### src/rtl/multibank_pingpong_ctrl.sv
// N-bank ping-pong controller: slices accepted input beats into round-robin bank writes
// and drains each full bank through the systolic array one output tile at a time.
module multibank_pingpong_ctrl #(
   parameter int NUM_BANKS     = 2,
   parameter int TOTAL_MODULES = 4,
   parameter int ADDR_WIDTH_W  = 4,
   parameter int ADDR_WIDTH_N  = 4,
   parameter int W_DEPTH       = 4,
   parameter int N_DEPTH       = 4,
   parameter int INNER_BLOCKS  = 2,
   parameter int ROW_Y         = 1,
   parameter int COL_Y         = 2
) (
   input  logic                                 clk,
   input  logic                                 rst_n,
   input  logic                                 in_valid,
   output logic                                 in_ready,
   input  logic                                 in_last,
   output logic [NUM_BANKS-1:0]                 w_en,
   output logic [NUM_BANKS-1:0]                 w_we,
   output logic [NUM_BANKS*ADDR_WIDTH_W-1:0]    w_addra,
   output logic [NUM_BANKS*ADDR_WIDTH_W-1:0]    w_addrb,
   output logic [NUM_BANKS-1:0]                 n_en,
   output logic [NUM_BANKS-1:0]                 n_we,
   output logic [NUM_BANKS*ADDR_WIDTH_N-1:0]    n_addr,
   output logic [$clog2(TOTAL_MODULES)-1:0]     slicing_idx,
   output logic [$clog2(NUM_BANKS)-1:0]         rd_bank,
   input  logic                                 systolic_finish,
   input  logic                                 acc_done,
   output logic                                 enable_matmul,
   output logic                                 acc_clear,
   output logic                                 out_valid,
   output logic [7:0]                           out_row,
   output logic [7:0]                           out_col,
   output logic                                 done
);

   localparam int PW = $clog2(NUM_BANKS);
   localparam int SW = $clog2(TOTAL_MODULES);

   typedef enum logic [2:0] {
      R_IDLE,
      R_START,
      R_RUN,
      R_WAIT_ACC,
      R_RELEASE
   } rd_state_e;

   rd_state_e state_q, state_d;

   logic [PW-1:0]           wr_ptr_q, wr_ptr_d, rd_ptr_q, rd_ptr_d;
   logic                    slicing_q, slicing_d;
   logic [SW-1:0]           slicing_idx_q, slicing_idx_d;
   logic [ADDR_WIDTH_W-1:0] wa_q, wa_d;
   logic [ADDR_WIDTH_N-1:0] na_q, na_d;
   logic                    w_done_q, w_done_d, n_done_q, n_done_d;
   logic [NUM_BANKS-1:0]    bank_full_q, bank_full_d, bank_last_q, bank_last_d;
   logic [NUM_BANKS-1:0]    bank_full_set, bank_last_set, bank_full_clr, bank_last_clr;
   logic                    done_q, done_d;
   logic                    ready_en_q;
   logic [7:0]              r_q, r_d, c_q, c_d, k_q, k_d;
   logic                    acc_done_q;
   logic                    out_valid_q, out_valid_d;
   logic [7:0]              out_row_q, out_row_d, out_col_q, out_col_d;
   logic                    w_wr, n_wr, acc_rise;

   assign w_wr     = slicing_q && !w_done_q;
   assign n_wr     = slicing_q && !n_done_q;
   assign acc_rise = acc_done && !acc_done_q;

   // Write side: a bank is committed only once both sides have wrapped and the beat has ended.
   always_comb begin
      wr_ptr_d      = wr_ptr_q;
      slicing_d     = slicing_q;
      slicing_idx_d = slicing_idx_q;
      wa_d          = wa_q;
      na_d          = na_q;
      w_done_d      = w_done_q;
      n_done_d      = n_done_q;
      bank_full_set = '0;
      bank_last_set = '0;
      in_ready      = ready_en_q && !slicing_q && !bank_full_q[wr_ptr_q] && !done_q;

      if (in_valid && in_ready) begin
         slicing_d     = 1'b1;
         slicing_idx_d = '0;
         if (in_last) bank_last_set[wr_ptr_q] = 1'b1;
      end

      if (slicing_q) begin
         if (w_wr) begin
            if (wa_q == ADDR_WIDTH_W'(W_DEPTH - 1)) begin
               wa_d     = '0;
               w_done_d = 1'b1;
            end else begin
               wa_d = wa_q + 1'b1;
            end
         end
         if (n_wr) begin
            if (na_q == ADDR_WIDTH_N'(N_DEPTH - 1)) begin
               na_d     = '0;
               n_done_d = 1'b1;
            end else begin
               na_d = na_q + 1'b1;
            end
         end
         if (slicing_idx_q == SW'(TOTAL_MODULES - 1)) begin
            slicing_d     = 1'b0;
            slicing_idx_d = '0;
         end else begin
            slicing_idx_d = slicing_idx_q + 1'b1;
         end
         if (!slicing_d && w_done_d && n_done_d) begin
            bank_full_set[wr_ptr_q] = 1'b1;
            wr_ptr_d = (wr_ptr_q == PW'(NUM_BANKS - 1)) ? '0 : wr_ptr_q + 1'b1;
            wa_d     = '0;
            na_d     = '0;
            w_done_d = 1'b0;
            n_done_d = 1'b0;
         end
      end
   end

   // Read side FSM walks tiles column-first within each row.
   always_comb begin
      state_d       = state_q;
      rd_ptr_d      = rd_ptr_q;
      r_d           = r_q;
      c_d           = c_q;
      k_d           = k_q;
      done_d        = done_q;
      bank_full_clr = '0;
      bank_last_clr = '0;
      out_valid_d   = 1'b0;
      out_row_d     = out_row_q;
      out_col_d     = out_col_q;
      acc_clear     = 1'b0;

      case (state_q)
         R_IDLE: begin
            r_d = '0;
            c_d = '0;
            k_d = '0;
            if (bank_full_q[rd_ptr_q]) state_d = R_START;
         end
         R_START: begin
            acc_clear = 1'b1;
            state_d   = R_RUN;
         end
         R_RUN: begin
            if (systolic_finish) begin
               if (k_q == 8'(INNER_BLOCKS - 1)) begin
                  k_d     = '0;
                  state_d = R_WAIT_ACC;
               end else begin
                  k_d = k_q + 1'b1;
               end
            end
         end
         R_WAIT_ACC: begin
            if (acc_rise) begin
               out_valid_d = 1'b1;
               out_row_d   = r_q;
               out_col_d   = c_q;
               state_d     = R_START;
               if (c_q == 8'(COL_Y - 1)) begin
                  c_d = '0;
                  if (r_q == 8'(ROW_Y - 1)) begin
                     r_d     = '0;
                     state_d = R_RELEASE;
                  end else begin
                     r_d = r_q + 1'b1;
                  end
               end else begin
                  c_d = c_q + 1'b1;
               end
            end
         end
         R_RELEASE: begin
            bank_full_clr[rd_ptr_q] = 1'b1;
            bank_last_clr[rd_ptr_q] = 1'b1;
            if (bank_last_q[rd_ptr_q]) done_d = 1'b1;
            rd_ptr_d = (rd_ptr_q == PW'(NUM_BANKS - 1)) ? '0 : rd_ptr_q + 1'b1;
            state_d  = R_IDLE;
         end
         default: state_d = R_IDLE;
      endcase
   end

   assign bank_full_d = (bank_full_q | bank_full_set) & ~bank_full_clr;
   assign bank_last_d = (bank_last_q | bank_last_set) & ~bank_last_clr;

   // Bank strobes and addresses; the write bank is applied last so it wins any overlap.
   always_comb begin
      enable_matmul = (state_q == R_START) || (state_q == R_RUN) || (state_q == R_WAIT_ACC);
      w_en    = '0;
      w_we    = '0;
      n_en    = '0;
      n_we    = '0;
      w_addra = '0;
      w_addrb = '0;
      n_addr  = '0;

      if (enable_matmul) begin
         w_en[rd_ptr_q] = 1'b1;
         n_en[rd_ptr_q] = 1'b1;
      end
      if (state_q == R_RUN) begin
         w_addra[rd_ptr_q*ADDR_WIDTH_W +: ADDR_WIDTH_W] =
            ADDR_WIDTH_W'(32'(k_q) + 32'(INNER_BLOCKS) * (32'(r_q) * 32'd2));
         w_addrb[rd_ptr_q*ADDR_WIDTH_W +: ADDR_WIDTH_W] =
            ADDR_WIDTH_W'(32'(k_q) + 32'(INNER_BLOCKS) * (32'(r_q) * 32'd2 + 32'd1));
         n_addr[rd_ptr_q*ADDR_WIDTH_N +: ADDR_WIDTH_N] =
            ADDR_WIDTH_N'(32'(k_q) + 32'(INNER_BLOCKS) * 32'(c_q));
      end
      if (slicing_q) begin
         w_en[wr_ptr_q] = 1'b1;
         n_en[wr_ptr_q] = 1'b1;
         if (w_wr) begin
            w_we[wr_ptr_q] = 1'b1;
            w_addra[wr_ptr_q*ADDR_WIDTH_W +: ADDR_WIDTH_W] = wa_q;
            w_addrb[wr_ptr_q*ADDR_WIDTH_W +: ADDR_WIDTH_W] = wa_q + ADDR_WIDTH_W'(W_DEPTH);
         end
         if (n_wr) begin
            n_we[wr_ptr_q] = 1'b1;
            n_addr[wr_ptr_q*ADDR_WIDTH_N +: ADDR_WIDTH_N] = na_q;
         end
      end
   end

   always_ff @(posedge clk) begin
      if (!rst_n) begin
         state_q       <= R_IDLE;
         wr_ptr_q      <= '0;
         rd_ptr_q      <= '0;
         slicing_q     <= 1'b0;
         slicing_idx_q <= '0;
         wa_q          <= '0;
         na_q          <= '0;
         w_done_q      <= 1'b0;
         n_done_q      <= 1'b0;
         bank_full_q   <= '0;
         bank_last_q   <= '0;
         done_q        <= 1'b0;
         ready_en_q    <= 1'b0;
         r_q           <= '0;
         c_q           <= '0;
         k_q           <= '0;
         acc_done_q    <= 1'b0;
         out_valid_q   <= 1'b0;
         out_row_q     <= '0;
         out_col_q     <= '0;
      end else begin
         state_q       <= state_d;
         wr_ptr_q      <= wr_ptr_d;
         rd_ptr_q      <= rd_ptr_d;
         slicing_q     <= slicing_d;
         slicing_idx_q <= slicing_idx_d;
         wa_q          <= wa_d;
         na_q          <= na_d;
         w_done_q      <= w_done_d;
         n_done_q      <= n_done_d;
         bank_full_q   <= bank_full_d;
         bank_last_q   <= bank_last_d;
         done_q        <= done_d;
         ready_en_q    <= 1'b1;
         r_q           <= r_d;
         c_q           <= c_d;
         k_q           <= k_d;
         acc_done_q    <= acc_done;
         out_valid_q   <= out_valid_d;
         out_row_q     <= out_row_d;
         out_col_q     <= out_col_d;
      end
   end

   assign slicing_idx = slicing_idx_q;
   assign rd_bank     = rd_ptr_q;
   assign out_valid   = out_valid_q;
   assign out_row     = out_row_q;
   assign out_col     = out_col_q;
   assign done        = done_q;

endmodule
### config.mk
export PLATFORM = sky130hd
export DESIGN_NAME = multibank_pingpong_ctrl
export DESIGN_NICKNAME = d
export VERILOG_FILES = /design/src/rtl/multibank_pingpong_ctrl.sv
export SDC_FILE = /design/constraint.sdc
export NUM_CORES = 1
export LEC_CHECK = 0
export ABC_AREA = 1
export BUFFER_PORTS_ARGS = -buffer_cell sky130_fd_sc_hd__buf_2
export CAP_MARGIN = 20
export CORE_MARGIN = 8
export CORE_UTILIZATION = 55
export CTS_BUF_LIST = sky130_fd_sc_hd__clkbuf_8 sky130_fd_sc_hd__clkbuf_16
export DETAILED_ROUTE_END_ITERATION = 6
export PLACE_DENSITY = 0.87
export RECOVER_POWER = 25
export SKIP_LAST_GASP = 1
export SYNTH_ARGS = -nofsm -noshare
export SYNTH_HDL_FRONTEND = slang
export SYNTH_SLANG_ARGS = --single-unit
export TNS_END_PERCENT = 10
### constraint.sdc
create_clock -name clk -period 2.4 [get_ports clk]
set_clock_uncertainty 0.2 [all_clocks]
set_input_delay 0 -clock clk [delete_from_list [all_inputs] [get_ports clk]]
set_output_delay 0 -clock clk [all_outputs]
set_load 0.005 [all_outputs]
==> results of run 1 <==
[cells in the final DEF, fill, tap and decap left out, types with 2 or more instances in the layout]
| master | count |
|---|---|
| nand2_1 | 98 |
| inv_1 | 71 |
| nor2_1 | 66 |
| dfxtp_1 | 65 |
| a21oi_1 | 48 |
| buf_2 | 46 |
| nand3_1 | 31 |
| o21ai_0 | 28 |
| nor3_1 | 18 |
| o22ai_1 | 18 |
| clkbuf_1 | 15 |
| ha_1 | 12 |
| clkbuf_8 | 10 |
| dlygate4sd3_1 | 7 |
| xor2_1 | 6 |
| xnor2_1 | 5 |
| inv_2 | 4 |
| clkinv_2 | 3 |
| nor2_2 | 2 |
| nor2_8 | 2 |
| nand2_2 | 2 |
| a21oi_2 | 2 |
| o21ai_2 | 2 |
| o21ai_1 | 2 |
| nor3_2 | 2 |
| fa_1 | 2 |
| buf_4 | 2 |
[per-stage QoR]
| stage | hold WS, ns | cells | total power (uW) | setup slack [ns] |
|---|---|---|---|---|
| floorplan | -0.172 | 515 | 1920 | 0.762 |
| global placement | 0.0161 | 641 | 2110 | 0.529 |
| detailed placement | 0.0209 | 641 | 2130 | 0.425 |
| CTS | 0.276 | 664 | 3060 | 0.0516 |
| global route | 0.313 | 664 | 3230 | -0.0685 |
| finish | 0.274 | 664 | 3050 | 0.0853 |
[final timing paths]
path	slack [ns]	depth (start not counted)	to	from
worst max-delay path	0.09	7	n_addr[3]	k_q[1]
worst min-delay path	0.27	2	bank_last_q[1]	bank_last_q[1]
worst max register to register	0.14	7	r_q[5]	state_q[0]
worst min register to register	0.27	2	bank_last_q[1]	bank_last_q[1]
[sequential cells by signal, indices dropped and copies added (netlist names)]
name and count:
state_q 3, bank_last_q 2, done 1, n_done_q 1, ready_en_q 1, rd_bank 1, wa_q 4, slicing_idx 2
r_q 8, out_row 8, k_q 8, bank_full_q 2, c_q 8, w_done_q 1, na_q 4, acc_done_q 1
wr_ptr_q 1, slicing_q 1, out_col 8, out_valid 1
[layer usage]
metal,track usage,wire length [microns],vias to the layer above
met5,0,0,-
met4,0.0935,222,0
met3,0.0583,645,23
met2,0.342,4380,134
met1,0.220,3810,1631
li1,-,-,1806
[worst max-delay path, stage by stage, from the launching register on]
cell	delay (ns)
dfxtp_1	0.45
ha_1	0.19
inv_1	0.05
fa_1	0.37
xnor2_1	0.18
xor2_1	0.29
o22ai_1	0.11
buf_2	0.14
[kinds of logic after synthesis]
group	after synthesis	share of synthesized area
DFF	66	0.368
buffers and inverters	90	0.103
and+or+nand+nor	230	0.289
xor gates and xnor gates	11	0.0269
AOI/OAI and AO/OA	104	0.159
adders and majority gates	14	0.0530
[power breakdown]
part / leakage [uW] / internal (uW) / switching, uW
clock: 0.000107 / 501 / 438
sequential: 0.000535 / 1150 / 68.5
combinational: 0.00123 / 294 / 595
total: 0.00187 / 1950 / 1100
[repair_timing]
item / CTS / global route
gates resized for setup: 0 / 2
setup endpoints to repair: 0 / 6
hold buffers: 7 / 0
endpoints found under the hold margin: 30 / 0
[cell type report]
cell class,count,area share
multi-input cells,359,0.453
repair buffers,70,0.0893
clock buffers,10,0.0331
flip-flops and latches,66,0.318
clock inverters,6,0.0138
well taps,77,0.0232
inverters,76,0.0698
==> out/results.tsv, run 1 <==
stage	metric	value	unit
cells_and_area	area of the multi-input gates	1880	sq um
logic_synthesis	most frequent cell after synthesis	nand2_1	
timing	Period minus WS final	2.31	ns
timing	Final period util	0.964	
routing	Starting DRT DRC Count	197	
cells_and_area	filler instances	541	
routing	Via-to-Cell Ratio	5.41	
cts	CTS max path bufs	2	
power	maximum vdd drop	0.520	mV
die	die width	96.7	microns
cts	clk slew on worst S/H paths	0.08	ns
logic_synthesis	Avg Inst Size Synth	6.96	sq um
cts	setup bufs post-CTS	0	
logic_synthesis	syn_nets	535	
die	top-level port count	62	
cts	worst-skew pair later-pin latency	0.34	ns
cells_and_area	Inserted Diodes	0	
logic_synthesis	post-synthesis cell type count	42	
routing	# DRC	0	
timing	count of pins over their slew limit	0	
place	I/O Buffers	61	
cells_and_area	FF/Latch Area	1320	sq um
routing	DRT Pass-1 Iters	5	
cells_and_area	post-route cell area	4160	sq um
outcome	outcome	complete, no violations	
die	die area	9360	sq um
flow_run	max_cap viols	0	
place	GPL Wtd Cong	0.907	
logic_synthesis	Mapped Area	3590	sq um
logic_synthesis	sequential element share of the synthesized area	0.368	
setup_path	CP startpoint kind	flop	
logic_synthesis	Synth async-reset ratio	0	
setup_path	crit path kind	reg -> out	
routing	DRT Wirelength	9.06	mm
cells_and_area	fin util	0.659	
cells_and_area	final net count	602	
setup_path	WP data arrival	2.11	ns
setup_path	worst-path maximum fanout	7	
global_route	largest net degree at the start of global routing	35	
timing	Achievable Freq	0.432	GHz
logic_synthesis	Area contributors post-synth	dfxtp_1, nand2_1, inv_1, nor2_1, a21oi_1	
logic_synthesis	Mapped Cells	515	
cts	CTS Sinks	66	
global_route	GRT overflow	0	
logic_synthesis	area fraction of the dominant cell type after synthesis	0.368	
cts	H-tree depth	3	
setup_path	CP Data Required Time	2.20	ns
timing	setup_tns	0	ns
timing	Max-slew headroom	0.606	
routing	WL/cell	13.6	microns
global_route	global-route wire length before repair	16.0	mm
cells_and_area	synthesis-to-layout area growth	16.0	%
place	DP Area	3920	sq um
logic_synthesis	area leader, netlist	dfxtp_1	
logic_synthesis	Synth Flop Type	dfxtp_1	
min_path	min-delay worst type	reg -> reg	
timing	worst-margin pin slew	0.591	ns
die	row count	29	
die	core area	6310	sq um
setup_path	CP endpoint kind	output pin	
cts	Num CTS Buffers	9	
timing	Final Hold Viols	0	
cells_and_area	share of cells above drive strength 1	0.147	
timing	RSZ-0062 raised after global routing	yes	
global_route	vias in the first global route	3548	
power	leakage power	0.00187	uW
place	DP HPWL	6.74	mm
timing	endpoints failing setup	0	
routing	via count	3594	
power	PwrDens	733	nW/um^2
logic_synthesis	Synthesis Warnings	0	
cts	Root Buffer	clkbuf_8	
die	Die Y	96.7	microns
logic_synthesis	number of synthesized flops with an enable pin	0	
logic_synthesis	Yosys reg bits	66	
global_route	GRT Util Overall	0.199	
die	initial core utilization	0.568	
global_route	initial antenna violation count	0	
cts	CTS tree	yes	
logic_synthesis	most frequent cells after synthesis	nand2_1, inv_1, nor2_1	
routing	Antenna Violating Nets Remaining	0	
No activity file was read; power rests on OpenSTA's default activity.
==> inputs of run 2 (changes only) <==
==> constraint.sdc (replaced) <==
create_clock -name clk -period 2.9 [get_ports clk]
set_clock_uncertainty 0.2 [all_clocks]
set_input_delay 0 -clock clk [delete_from_list [all_inputs] [get_ports clk]]
set_output_delay 0 -clock clk [all_outputs]
set_load 0.005 [all_outputs]
==> out/results.tsv, run 2 (same netlist as run 1, synthesis figures left out) <==
stage	metric	value	unit	change
die	core area	6310	sq um	unchanged
power	PwrDens	588	nW/um^2	was 733 nW/um^2
global_route	largest net degree at the start of global routing	31		was 35
global_route	global-route wire length before repair	15.2	mm	was 16.0 mm
global_route	initial antenna violation count	0		unchanged
cts	CTS Sinks	66		unchanged
setup_path	CP Data Required Time	2.70	ns	was 2.20 ns
setup_path	crit-path max cell delay	0.50	ns	was 0.45 ns
cts	clk slew on worst S/H paths	0.08	ns	about the same
timing	Period minus WS final	2.33	ns	
routing	WL/cell	13.5	microns	was 13.6 microns
die	top-level port count	62		unchanged
die	Die Y	96.7	microns	unchanged
flow_run	max_cap viols	0		unchanged
cts	H-tree depth	3		unchanged
cts	worst-skew pair later-pin latency	0.34	ns	about the same
timing	worst-margin pin slew	0.991	ns	was 0.591 ns
cells_and_area	synthesis-to-layout area growth	15.3	%	was 16.0%
power	total chip power	2430	uW	was 3050 uW
timing	RSZ-0062 raised after global routing	no		was yes
setup_path	CP max-delay cell	dfxtp_1		unchanged
setup_path	WP data arrival	2.13	ns	was 2.11 ns
die	initial core utilization	0.568		unchanged
die	row count	29		unchanged
timing	endpoints failing setup	0		unchanged
power	leakage power	0.00184	uW	was 0.00187 uW
cells_and_area	Finished Layout Cells	663		was 664
routing	Via-to-Cell Ratio	5.33		was 5.41
outcome	outcome	complete, no violations		unchanged
global_route	GRT overflow	0		unchanged
min_path	min-delay worst type	reg -> reg		unchanged
place	I/O Buffers	61		unchanged
setup_path	Buf+Inv Stages, Crit Path	2		unchanged
routing	via count	3535		was 3594
setup_path	worst-path cell chain	ha_1 > inv_1 > fa_1 > xnor2_1 > xor2_1 > o22ai_1 > buf_2		unchanged
timing	Achievable Freq	0.430	GHz	
cells_and_area	most common cell after layout, fill and taps aside	nand2_1		unchanged
cells_and_area	final net count	601		was 602
cts	CTS max path bufs	2		unchanged
place	DP HPWL	6.93	mm	was 6.74 mm
timing	Final Hold Viols	0		unchanged
routing	DRT Pass-1 Iters	5		unchanged
power	maximum vdd drop	0.360	mV	was 0.520 mV
setup_path	CP endpoint kind	output pin		unchanged
place	Cells after DPL	640		was 641
routing	Starting DRT DRC Count	213		was 197
setup_path	Top delay family on crit path	adder cells		unchanged
timing	count of pins over their slew limit	0		unchanged
cells_and_area	most frequent cells in the layout	nand2_1, inv_1, nor2_1		unchanged
cts	Root Buffer	clkbuf_8		unchanged
timing	Final period util	0.802		
setup_path	crit path kind	reg -> out		unchanged
cts	Num CTS Buffers	9		unchanged
cts	CTS tree	yes		unchanged
die	die area	9360	sq um	unchanged
place	GPL Wtd Cong	0.902		was 0.907
global_route	GRT Util Overall	0.189		was 0.199
routing	DRT Wirelength	8.98	mm	was 9.06 mm
cells_and_area	share of cells above drive strength 1	0.140		was 0.147
cells_and_area	Inserted Diodes	0		unchanged
setup_path	CP startpoint kind	flop		unchanged
die	die width	96.7	microns	unchanged
place	worst slack, placed	0.939	ns	was 0.425 ns
timing	PnR worst setup slack	0.574	ns	was 0.0853 ns
timing	Max-slew headroom	0.339		was 0.606
timing	setup_tns	0	ns	unchanged
global_route	vias in the first global route	3369		was 3548
setup_path	worst-path maximum fanout	7		unchanged
routing	# DRC	0		unchanged
routing	Antenna Violating Nets Remaining	0		unchanged
cts	setup bufs post-CTS	0		unchanged
[run 2: report_power, final]
part | leakage [uW] | switching, uW | total, uW | internal [uW]
Combinational | 0.00122 | 493 | 733 | 240
Sequential | 0.000534 | 64.4 | 1020 | 955
Clock | 0.0000868 | 372 | 680 | 308
[run 2: worst min-delay path, cell delays in order, from the launching register on]
cell	delay (ns)
dfxtp_1	0.30
inv_1	0.07
a21oi_1	0.06
[run 2: metal layers]
metal,part of all wire,wire length (microns),track usage,vias to the layer above
met5,0,0,0,-
met4,0.017,157,0.0757,0
met3,0.068,613,0.0555,13
met2,0.48,4350,0.324,113
met1,0.43,3860,0.212,1608
li1,-,-,-,1801
[run 2: through the flow]
stage	hold WS [ns]	util	cell area (sq um)
4_1_cts	0.273	0.658	4160
6_report	0.276	0.655	4130
3_5_place_dp	0.0301	0.620	3920
2_1_floorplan	-0.172	-	3590
5_1_grt	0.293	0.655	4130
3_3_place_gp	0.0229	0.620	3920
[run 2: cell type report]
type                    instances  area [sq um]
clock buffers                   9           124
repair buffers                 69           362
fillers                       557          2180
flip-flops and latches         66          1320
multi-input cells             359          1890
inverters                      76           290
well taps                      77          96.3
clock inverters                 7          46.3
[run 2: path summary, 6_finish.rpt]
kind / startpoint / to / slack, ns / cells after the start
setup / recovery: c_q[0] / n_addr[3] / 0.57 / 7
hold / removal: bank_last_q[1] / bank_last_q[1] / 0.28 / 2
setup reg to reg: wr_ptr_q / bank_last_q[0] / 0.91 / 8
hold reg to reg: bank_last_q[1] / bank_last_q[1] / 0.28 / 2
[run 2: what timing repair did]
item	4_1_cts	5_1_grt
hold endpoints to repair	32	0
hold buffers	7	0
resized for setup	0	0
endpoints found under the setup margin	0	0
